--- config.mk ---
export PLATFORM = sky130hd
export DESIGN_NAME = mem_port_arbiter
export DESIGN_NICKNAME = d
export VERILOG_FILES = /design/src/rtl/mem_port_arbiter.sv
export SDC_FILE = /design/constraint.sdc
export NUM_CORES = 1
export LEC_CHECK = 0
export CORE_MARGIN = 1.5
export CORE_UTILIZATION = 39
export DETAILED_ROUTE_END_ITERATION = 10
export PLACE_DENSITY_LB_ADDON = 0.12
export SLEW_MARGIN = 10
export SYNTH_ARGS = -nofsm -noshare
export SYNTH_HDL_FRONTEND = slang
export SYNTH_SLANG_ARGS = --single-unit
--- constraint.sdc ---
create_clock -name clk -period 2.4 [get_ports clk]
set_clock_uncertainty 0.2 [all_clocks]
set_input_delay 0.36 -clock clk [delete_from_list [all_inputs] [get_ports clk]]
set_output_delay 0.36 -clock clk [all_outputs]
set_load 0.02 [all_outputs]
--- src/rtl/mem_port_arbiter.sv ---
// Shares one single-ported memory between instruction fetch (I) and data access (D).
// Define ARB_TIMEOUT_EN to abort a transaction after MAX_WAIT unacknowledged cycles and set a sticky bus_err.
module mem_port_arbiter #(
    parameter int AW       = 32,
    parameter int DW       = 32,
    parameter int MAX_WAIT = 15
) (
    input  logic          clk,
    input  logic          clrn,
    input  logic          if_req,
    input  logic [AW-1:0] if_addr,
    output logic [DW-1:0] if_rdata,
    output logic          if_ready,
    input  logic          dm_req,
    input  logic          dm_we,
    input  logic [AW-1:0] dm_addr,
    input  logic [DW-1:0] dm_wdata,
    output logic [DW-1:0] dm_rdata,
    output logic          dm_ready,
    output logic          istall,
    output logic          dstall,
    output logic          mem_req,
    output logic          mem_we,
    output logic [AW-1:0] mem_addr,
    output logic [DW-1:0] mem_wdata,
    input  logic [DW-1:0] mem_rdata,
    input  logic          mem_ack,
    output logic          bus_err
);

    typedef enum logic [1:0] {IDLE, IBUSY, DBUSY} state_t;

    state_t        r_state, w_next;
    logic          r_last_d;
    logic          r_mem_req, r_mem_we;
    logic [AW-1:0] r_mem_addr;
    logic [DW-1:0] r_mem_wdata;
    logic [DW-1:0] r_if_rdata, r_dm_rdata;
    logic          r_if_ready, r_dm_ready;

    logic          w_i_elig, w_d_elig;
    logic          w_grant_i, w_grant_d;
    logic          w_busy, w_timeout, w_done;
    logic [DW-1:0] w_rdata;

    if (MAX_WAIT < 1 || MAX_WAIT > 255) begin : g_bad_max_wait
        $error("MAX_WAIT must lie in 1..255 to fit the 8-bit wait counter");
    end

    // A requester whose ready is pulsing this cycle has just been served and sits out one grant.
    assign w_i_elig  = if_req & ~r_if_ready;
    assign w_d_elig  = dm_req & ~r_dm_ready;
    assign w_grant_d = w_d_elig & (~w_i_elig | ~r_last_d);
    assign w_grant_i = w_i_elig & (~w_d_elig |  r_last_d);

    assign w_busy  = (r_state != IDLE);
    assign w_done  = w_busy & (mem_ack | w_timeout);
    assign w_rdata = w_timeout ? '0 : mem_rdata;

    assign istall = w_i_elig;
    assign dstall = w_d_elig;

`ifdef ARB_TIMEOUT_EN
    logic [7:0] r_wait;
    logic       r_bus_err;

    assign w_timeout = w_busy & ~mem_ack & (r_wait == 8'(MAX_WAIT - 1));
    assign bus_err   = r_bus_err;

    always_ff @(posedge clk) begin
        if (!clrn) begin
            r_wait    <= '0;
            r_bus_err <= 1'b0;
        end else begin
            if (!w_busy)
                r_wait <= '0;
            else if (!mem_ack)
                r_wait <= r_wait + 8'd1;
            if (w_timeout)
                r_bus_err <= 1'b1;
        end
    end
`else
    assign w_timeout = 1'b0;
    assign bus_err   = 1'b0;
`endif

    // NOTE: registers update with non-blocking assignments so every flop samples pre-edge values.
    always_ff @(posedge clk) begin
        if (!clrn)
            r_state <= IDLE;
        else
            r_state <= w_next;
    end

    // NOTE: default assigned first so no path through the case leaves w_next unassigned (no latch).
    always_comb begin
        w_next = r_state;
        unique case (r_state)
            IDLE: begin
                if (w_grant_d)
                    w_next = DBUSY;
                else if (w_grant_i)
                    w_next = IBUSY;
            end
            IBUSY, DBUSY: begin
                if (w_done)
                    w_next = IDLE;
            end
            default: w_next = IDLE;
        endcase
    end

    always_ff @(posedge clk) begin
        if (!clrn) begin
            r_last_d    <= 1'b0;
            r_mem_req   <= 1'b0;
            r_mem_we    <= 1'b0;
            r_mem_addr  <= '0;
            r_mem_wdata <= '0;
            r_if_rdata  <= '0;
            r_dm_rdata  <= '0;
            r_if_ready  <= 1'b0;
            r_dm_ready  <= 1'b0;
        end else begin
            r_if_ready <= 1'b0;
            r_dm_ready <= 1'b0;
            if (r_state == IDLE) begin
                if (w_grant_d) begin
                    r_last_d    <= 1'b1;
                    r_mem_req   <= 1'b1;
                    r_mem_we    <= dm_we;
                    r_mem_addr  <= dm_addr;
                    r_mem_wdata <= dm_wdata;
                end else if (w_grant_i) begin
                    r_last_d    <= 1'b0;
                    r_mem_req   <= 1'b1;
                    r_mem_we    <= 1'b0;
                    r_mem_addr  <= if_addr;
                    r_mem_wdata <= '0;
                end
            end else if (w_done) begin
                // A requester that dropped its req (flush) still gets rdata but no ready pulse.
                r_mem_req <= 1'b0;
                if (r_state == IBUSY) begin
                    r_if_rdata <= w_rdata;
                    r_if_ready <= if_req;
                end else begin
                    r_dm_rdata <= w_rdata;
                    r_dm_ready <= dm_req;
                end
            end
        end
    end

    assign mem_req   = r_mem_req;
    assign mem_we    = r_mem_we;
    assign mem_addr  = r_mem_addr;
    assign mem_wdata = r_mem_wdata;
    assign if_rdata  = r_if_rdata;
    assign dm_rdata  = r_dm_rdata;
    assign if_ready  = r_if_ready;
    assign dm_ready  = r_dm_ready;

endmodule
After elaboration in Yosys (flattened, before gate mapping)
Index checks and enable logic that the tools add are counted.
{"block": "classes", "muxes": 15, "eq_ne": 4, "bitwise_logic": 16, "n_reduce_logical": 12}
{"op": "32-bit 2-to-1 mux", "count": 4}
{"op": "1-bit inverter", "count": 9}
{"op": "4-bit OR reduction", "count": 2}
{"op": "1-bit 2-to-1 mux", "count": 7}
{"op": "2-bit 2-to-1 mux", "count": 3}
{"op": "2-bit AND reduction", "count": 3}
{"op": "3-bit AND reduction", "count": 2}
{"op": "2-bit nonzero test", "count": 3}
{"op": "1-bit bitwise AND", "count": 5}
{"op": "2-bit case mux with 2 select lines", "count": 1}
{"op": "3-bit inequality test (second input constant)", "count": 1}
{"op": "2-bit by 1-bit equality test with 1-bit output (second input constant)", "count": 1}
{"op": "2-bit equality test (second input constant)", "count": 1}
{"op": "2-bit logical NOT", "count": 1}
{"op": "2-bit inequality test (second input constant)", "count": 1}
{"op": "1-bit OR", "count": 2}
{"op": "2-bit OR reduction", "count": 1}
{"block": "totals", "elab_cells": 57, "register_bits": 135}

Depth between registers and ports, before layout
Gate-level depths: netlist (run 1).
{"block": "depth", "ltp_word": 8, "ltp_mapped": 7, "ltp_nobuf": 6}

Worst setup path before layout (run 1)
OpenSTA, ideal clock, no wires.
{"block": "synth_timing", "kind": "register to register", "startpoint": "register r_dm_ready, in the netlist dm_ready", "endpoint": "register r_mem_addr[16], in the netlist mem_addr[16]", "path_slack_ns": 0.686, "period_less_slack_ns": 1.714, "n_path_buf": 2, "t_arrival_ns": 1.393, "path_stages_with_launch": 8, "cell_sequence": "dfxtp_1 -> nand2b_4 -> inv_2 -> o21ai_2 -> buf_6 -> buf_6 -> and3_1 -> a221o_1"}
{"block": "synth_via", "elab_chain_cells": 7}
{"item": "from (decl)", "line_no": "39", "rtl": "logic r_if_ready, r_dm_ready;"}
{"item": "from (signal assigned)", "line_no": "150", "rtl": "r_dm_ready <= dm_req;"}
{"item": "1-bit inverter *", "line_no": "52", "rtl": "assign w_d_elig = dm_req & ~r_dm_ready;"}
{"item": "1-bit bitwise AND *", "line_no": "52"}
{"item": "net dstall", "line_no": "21", "rtl": "output logic dstall,"}
{"item": "1-bit inverter", "line_no": "54", "rtl": "assign w_grant_i = w_i_elig & (~w_d_elig | r_last_d);"}
{"item": "1-bit OR", "line_no": "54"}
{"item": "1-bit bitwise AND", "line_no": "54"}
{"item": "2-bit nonzero test (no line)"}
{"item": "2-bit AND reduction (no line)"}
{"item": "to (signal assigned)", "line_no": "133", "rtl": "r_mem_addr <= dm_addr;"}
{"item": "to (signal assigned)", "line_no": "139", "rtl": "r_mem_addr <= if_addr;"}
{"item": "to (decl)", "line_no": "36", "rtl": "logic [AW-1:0] r_mem_addr;"}
The timed path passes the listed nets; every way through them passes the cells marked *.
A chain may end at the register's enable or synchronous reset.

Worst setup path in the final report (run 1)
{"block": "layout_timing", "startpoint": "input port if_req", "endpoint": "output port istall"}
{"block": "layout_via", "elab_chain_cells": 1}
{"item": "from (decl)", "line_no": "10", "rtl": "input logic if_req,"}
{"item": "1-bit bitwise AND", "line_no": "51", "rtl": "assign w_i_elig = if_req & ~r_if_ready;"}
{"item": "to (decl)", "line_no": "20", "rtl": "output logic istall,"}
Every way passes these cells.

==> summary.txt, run 1 <==
power density over cell area = 960 nW/um2
CTS tree = yes
FFs w/ async S/R, synth = 0%
number of global-route vias before repair = 4826
setup slack, reg-to-reg = 0.30 ns
die width = 118 um
data required time of the critical path = 1.84 ns
synthesized area divided by synthesized cell count = 9.49 um2
via count = 4850
average routed wire per standard cell = 16.1 um
sequential-to-total area share from yosys stat = 52.9%
maximum fanout count along the critical path = 5
Global Route Usage Sum = 22.7%
hold bufs inserted after CTS = 0
count of input and output buffers = 267
die area = 13800 um2
final slew viol count = 0
depth of the CTS H-tree = 4
area of the core = 12700 um2
most instantiated cells after synthesis = 135 x dfxtp_1, 132 x nand2_1, 46 x a21boi_0
placement row count = 41
Final HPWL DP = 10.9 mm
leading cell types by total area after synthesis = dfxtp_1 53%, nand2_1 9.7%, a21boi_0 6.8%, a221o_1 6.3%, a22oi_1 5.0%
R2R depth = 8
share of cells above drive strength 1 = 7.05%
Hold Path Cell Cnt = 2
largest net degree at the start of global routing = 83
type of element launching the critical path = primary input
antenna diode count = 0
number of antenna violations at the first check in global routing = 0
number of buffers inserted by post-CTS setup repair = 0
Worst R2R Start = r_state[0]$_SDFFE_PN0P_
utilization after layout = 67.4%
leftover overflow at the end of global routing = 0
share of power burned in the clock network = 31.6%
Arr. time, crit path = 1.75 ns
portion of total power attributed to sequential cells = 34.5%
Syn Inst Count = 539
violation count after the first detailed-routing iteration = 346
hold path endpoint = dm_rdata[24]$_SDFFE_PN0P_
post-layout worst setup margin = 0.0906 ns
category of the most critical setup path = in -> out
outcome = complete, no violations
post-cts gate resize count = 0
DRC = 0
Cell Int Power = 5.64 mW
part of the cycle the worst path needs = 96.2%
final wirelength = 15.8 mm
cell type with the highest aggregate area in the netlist = dfxtp_1
clock slew at the register clock pins of the worst setup and hold paths = 0.06 ns
Root Buffer = clkbuf_16
number of synthesized register bits = 135
pre-CTS setup slack = -0.187 ns
maximum clock path buffer count = 2
Clock Sinks = 135
Post-Syn Nets = 676
switching power as a share of total power = 31.5%
y dimension of the die = 118 um
count of maximum capacitance violations = 0
most numerous cell in the Yosys netlist = dfxtp_1
first-pass GRT wire length = 24.9 mm
Boundary Pins = 269
worst rel slew slack = 53.7%
leakage power total = 3.19 nW
Setup-failing EPs final = 0
total chip power = 8.23 mW
top_reg_cell synth = dfxtp_1
worst hold start = dm_rdata[24]$_SDFFE_PN0P_
number of buffers added by the clock tree synthesis step = 17
worst-case vdd ir drop = 0.484 mV
endpoint class of the critical path = output pin
initial standard-cell utilization of the core = 40.2%
clock period minus final worst setup slack = 2.31 ns
hold violation count in the final report = 0
portion of synthesized cell area occupied by the leading cell type = 52.9%
endpoint of the most critical register-to-register path = dm_rdata[12]$_SDFFE_PN0P_
Worst Setup SP = if_req
net switching power of the design = 2.59 mW
vias per cell = 4.94
actual slew at the worst max-slew pin = 0.695 ns
number of distinct standard cells referenced by the synthesized netlist = 30
routability-driven placement congestion ratio = 0.784
clock latency reported for the late side of the worst-skew pair = 0.41 ns
area added between synthesis and finish = 67.7%
Pre-antenna DRT Iters = 5
Syn. warnings = 0
Hold/Removal Path Class = reg -> reg
residual antenna-violating net count after detailed routing = 0
Mapped Area = 5110 um2
setup repair after global routing missed its margin = no
nets = 933
EDFF count, synth = 0
portion of total power attributed to combinational logic = 33.9%
Peak Freq = 0.433 GHz
layout by cell type (no fill, tap or decap), types with 3 or more instances in the layout:
master           synthesis  routed
and3_1                  33      33
dfxtp_1                135     135
clkdlybuf4s50_1          0     266
clkinv_2                 0       3
buf_4                    1      11
nor2b_1                 34      34
a21boi_0                46      46
inv_1                    4       4
nand3_1                  3       3
a221o_1                 32      32
a21boi_1                19      19
buf_12                   0       3
clkbuf_16                0      17
a22oi_1                 34      34
nand2_1                132     132
ha_1                     3       3
clkbuf_8                 0       6
routing by layer:
metal / vias up / global-route usage [%] / wire length (um)
met5: - / 0 / 0
met3: 22 / 7.95 / 1090
li1: 2381 / - / -
met2: 189 / 37.6 / 7880
met1: 2258 / 26.6 / 6510
met4: 0 / 9.91 / 331
cell type report:
| class | instances | area, um2 |
|---|---|---|
| inverter | 7 | 28.8 |
| fill | 1030 | 4150 |
| tap | 172 | 215 |
| sequential | 135 | 2700 |
| timing repair buffer | 282 | 2830 |
| multi-input combinational | 353 | 2200 |
| clock inverter | 7 | 90.1 |
| clock buffer | 25 | 515 |
power by group through the flow:
stage | Sequential (mW) | Combinational, mW | Clock, mW
3_5_place_dp | 2.87 | 2.80 | 0
4_1_cts | 2.84 | 2.81 | 2.65
3_3_place_gp | 2.87 | 2.74 | 0
2_1_floorplan | 3.30 | 1.05 | 0
6_report | 2.84 | 2.79 | 2.60
5_1_grt | 2.88 | 2.99 | 2.77
flip-flops by register name, indices dropped and copies added (netlist names):
name       cells
mem_wdata     32
r_last_d       1
mem_addr      32
r_state        2
dm_ready       1
mem_req        1
mem_we         1
dm_rdata      32
if_rdata      32
if_ready       1
logic make-up (layout without fill, tap and decap cells):
group	Yosys count	in the layout	share of synthesized area, %
fa+ha+maj	3	3	0.734
buf+inv	51	321	4.62
flops	135	135	52.9
other cells	1	1	0.0733
simple gates	211	211	19.6
compound gates	138	138	22.1
worst max-delay path by stage:
stage	endpoint	slack, ns	cells past startpoint
6_report	istall	0.09	4
5_1_grt	istall	0.06	4
4_1_cts	istall	0.08	4
3_5_place_dp	mem_addr[14]$_SDFFE_PN0P_	-0.19	4
3_3_place_gp	mem_addr[19]$_SDFFE_PN0P_	-0.13	4
2_1_floorplan	mem_addr[16]$_SDFFE_PN0P_	0.69	7
critical path, stage by stage:
cell and delay (ns):
clkdlybuf4s50_1 0.53, nand2b_4 0.09, inv_4 0.11, clkdlybuf4s50_1 0.65
through the flow:
step | hold slack (ns) | instances | TNS, ns | cell area, um2
after floorplan | 0.249 | 539 | 0 | 5110
after global placement | 0.241 | 948 | -4.19 | 7950
after detailed placement | 0.246 | 948 | -5.43 | 7950
after CTS | 0.254 | 980 | 0 | 8560
after global routing | 0.271 | 981 | 0 | 8570
final | 0.250 | 981 | 0 | 8570
(Power assumes the default switching activity.)
==> run 2, diff against run 1 <==
--- a/config.mk
+++ b/config.mk
@@ -8,7 +8,8 @@
 export CORE_MARGIN = 1.5
 export CORE_UTILIZATION = 39
 export DETAILED_ROUTE_END_ITERATION = 10
-export PLACE_DENSITY_LB_ADDON = 0.12
+export GPL_TIMING_DRIVEN = 0
+export PLACE_DENSITY = 0.8
 export SLEW_MARGIN = 10
 export SYNTH_ARGS = -nofsm -noshare
 export SYNTH_HDL_FRONTEND = slang
==> run 2 against run 1 <==
  * Critical path type unchanged
  * Wire length is 4.2% higher
  * Clock-buffer cell count is 4 lower
  * Highest routed layer unchanged
  * Critical path depth stayed put
  * Worst hold slack worse by 0.043 ns
  * Non-clock buffer count is 28 higher
  * Utilization is 0.079 points lower
  * Total power is 1.8% lower
  * Cell count is 3.0% higher
==> summary.txt, run 2 (synthesized netlist as in run 1, its figures left out) <==
share of cells above drive strength 1 = 7.65% (was 7.05%)
category of the most critical setup path = in -> out (unchanged)
clock slew at the register clock pins of the worst setup and hold paths = 0.05 ns (was 0.06 ns)
Critical Path, Cell by Cell = clkdlybuf4s50_1, nand2b_4, inv_4, clkdlybuf4s50_1 (unchanged)
fillcell total = 1003 (was 1030)
average routed wire per standard cell = 16.3 um (was 16.1 um)
total chip power = 8.08 mW (was 8.23 mW)
type of element launching the critical path = primary input (unchanged)
Worst R2R Start = r_state[0]$_SDFFE_PN0P_ (unchanged)
number of buffers added by the clock tree synthesis step = 17 (unchanged)
cell with the largest stage delay on the worst path = clkdlybuf4s50_1 (unchanged)
data required time of the critical path = 1.84 ns (about the same)
post-route cell area = 8560 um2 (was 8570 um2)
depth of the CTS H-tree = 4 (unchanged)
cell family with the largest share of critical-path delay = buffers and inverters (unchanged)
most frequent standard cell in the layout excluding fill and tap cells = clkdlybuf4s50_1 (unchanged)
DRC = 0 (unchanged)
count of maximum capacitance violations = 0 (unchanged)
initial standard-cell utilization of the core = 40.2% (unchanged)
endpoint class of the critical path = output pin (unchanged)
count of placed standard cells including taps = 977 (was 948)
number of antenna violations at the first check in global routing = 1 (was 0)
worst hold slack = 0.206 ns (was 0.250 ns)
nets = 961 (was 933)
worst-case vdd ir drop = 0.476 mV (was 0.484 mV)
power density over cell area = 944 nW/um2 (was 960 nW/um2)
Hold Path Cell Cnt = 3 (was 2)
number of global-route vias before repair = 5037 (was 4826)
post-cts gate resize count = 0 (unchanged)
die area = 13800 um2 (unchanged)
Global Route Usage Sum = 23.6% (was 22.7%)
via count = 5063 (was 4850)
CP Depth = 4 (unchanged)
maximum clock path buffer count = 2 (unchanged)
maximum fanout count along the critical path = 5 (unchanged)
stage delay of the slowest cell on the critical path = 0.64 ns (was 0.65 ns)
hold bufs inserted after CTS = 0 (unchanged)
sum of negative setup slack = 0 ns (unchanged)
worst rel slew slack = 62.7% (was 53.7%)
area added between synthesis and finish = 67.5% (was 67.7%)
CTS tree = yes (unchanged)
outcome = complete, no violations (unchanged)
buffers and inverters on the worst path = 3 (unchanged)
part of the cycle the worst path needs = 94.9% (was 96.2%)
Final HPWL DP = 12.6 mm (was 10.9 mm)
Boundary Pins = 269 (unchanged)
setup slack, reg-to-reg = 0.31 ns (was 0.30 ns)
clock latency reported for the late side of the worst-skew pair = 0.41 ns (about the same)
Top cell by count, worst path = clkdlybuf4s50_1 (unchanged)
post-layout worst setup margin = 0.123 ns (was 0.0906 ns)
leftover overflow at the end of global routing = 0 (unchanged)
Clock Sinks = 135 (unchanged)
count of input and output buffers = 266 (was 267)
actual slew at the worst max-slew pin = 0.560 ns (was 0.695 ns)
final wirelength = 16.5 mm (was 15.8 mm)
area of the core = 12700 um2 (unchanged)
commonest cells after routing, fill and taps aside = 266 x clkdlybuf4s50_1, 135 x dfxtp_1, 132 x nand2_1 (unchanged)
endpoint of the most critical register-to-register path = dm_rdata[13]$_SDFFE_PN0P_ (was dm_rdata[12]$_SDFFE_PN0P_)
violation count after the first detailed-routing iteration = 221 (was 346)
routability-driven placement congestion ratio = 0.850 (was 0.784)
residual antenna-violating net count after detailed routing = 0 (unchanged)
setup repair after global routing missed its margin = no (unchanged)
pre-CTS setup slack = 0.0956 ns (was -0.187 ns)
hold violation count in the final report = 0 (unchanged)
largest net degree at the start of global routing = 17 (was 83)
y dimension of the die = 118 um (unchanged)
Setup-failing EPs final = 0 (unchanged)
placement row count = 41 (unchanged)
Root Buffer = clkbuf_16 (unchanged)
Hold/Removal Path Class = in -> reg (was reg -> reg)
non-filler cells, final = 1010 (was 981)
final slew viol count = 0 (unchanged)
first-pass GRT wire length = 26.0 mm (was 24.9 mm)
R2R depth = 7 (was 8)
leakage power total = 3.22 nW (was 3.19 nW)
worst hold start = clrn (was dm_rdata[24]$_SDFFE_PN0P_)
Arr. time, crit path = 1.72 ns (was 1.75 ns)
Peak Freq = 0.439 GHz (was 0.433 GHz)
Post-Place Cell Area = 7990 um2 (was 7950 um2)
number of buffers inserted by post-CTS setup repair = 0 (unchanged)
clock period minus final worst setup slack = 2.28 ns (was 2.31 ns)
vias per cell = 5.01 (was 4.94)
hold path endpoint = mem_addr[0]$_SDFFE_PN0P_ (was dm_rdata[24]$_SDFFE_PN0P_)
utilization after layout = 67.3% (was 67.4%)
die width = 118 um (unchanged)
Pre-antenna DRT Iters = 4 (was 5)
## run 2: worst max-delay path by stage
stage                                        from                   endpoint  slack [ns]
after global placement                     if_req                     istall        0.13
after floorplan               dm_ready$_SDFF_PP0_  mem_addr[16]$_SDFFE_PN0P_        0.69
final                                      if_req                     istall        0.12
after global routing      r_state[0]$_SDFFE_PN0P_  dm_rdata[13]$_SDFFE_PN0P_        0.08
after detailed placement                   if_req  mem_addr[28]$_SDFFE_PN0P_         0.1
after CTS                                  if_req                     istall        0.12
## run 2: routing by layer
metal / wire, um / vias to the layer above / GRT usage [%] / share of wire [%]
li1: - / 2444 / - / -
met5: 0 / - / 0 / 0
met3: 974 / 44 / 6.40 / 5.9
met1: 6910 / 2379 / 27.1 / 42
met4: 607 / 0 / 12.1 / 3.7
met2: 7990 / 196 / 40.4 / 48
## run 2: area by class of cell
type	instances	area [um2]	share of cell area (%)
Antenna cell	1	2.50	0.0292
Buffer	44	208	2.43
Clock buffer	21	470	5.49
Clock inverter	11	98.8	1.15
Inverter	7	28.8	0.336
Multi-Input combinational cell	353	2170	25.4
Sequential cell	135	2700	31.6
Tap cell	172	215	2.51
Timing Repair Buffer	266	2660	31.1
## run 2: report_power, final
part           internal, mW  total (mW)  leakage [nW]  switching, mW
clock                  1.50        2.46         0.275          0.951
sequential             2.63        2.84          1.10          0.210
combinational          1.30        2.79          1.84           1.48
## run 2: tightest hold or removal path, stage by stage
cell	delay (ns)
buf_2	0.15
and3_1	0.17
a221o_1	0.10
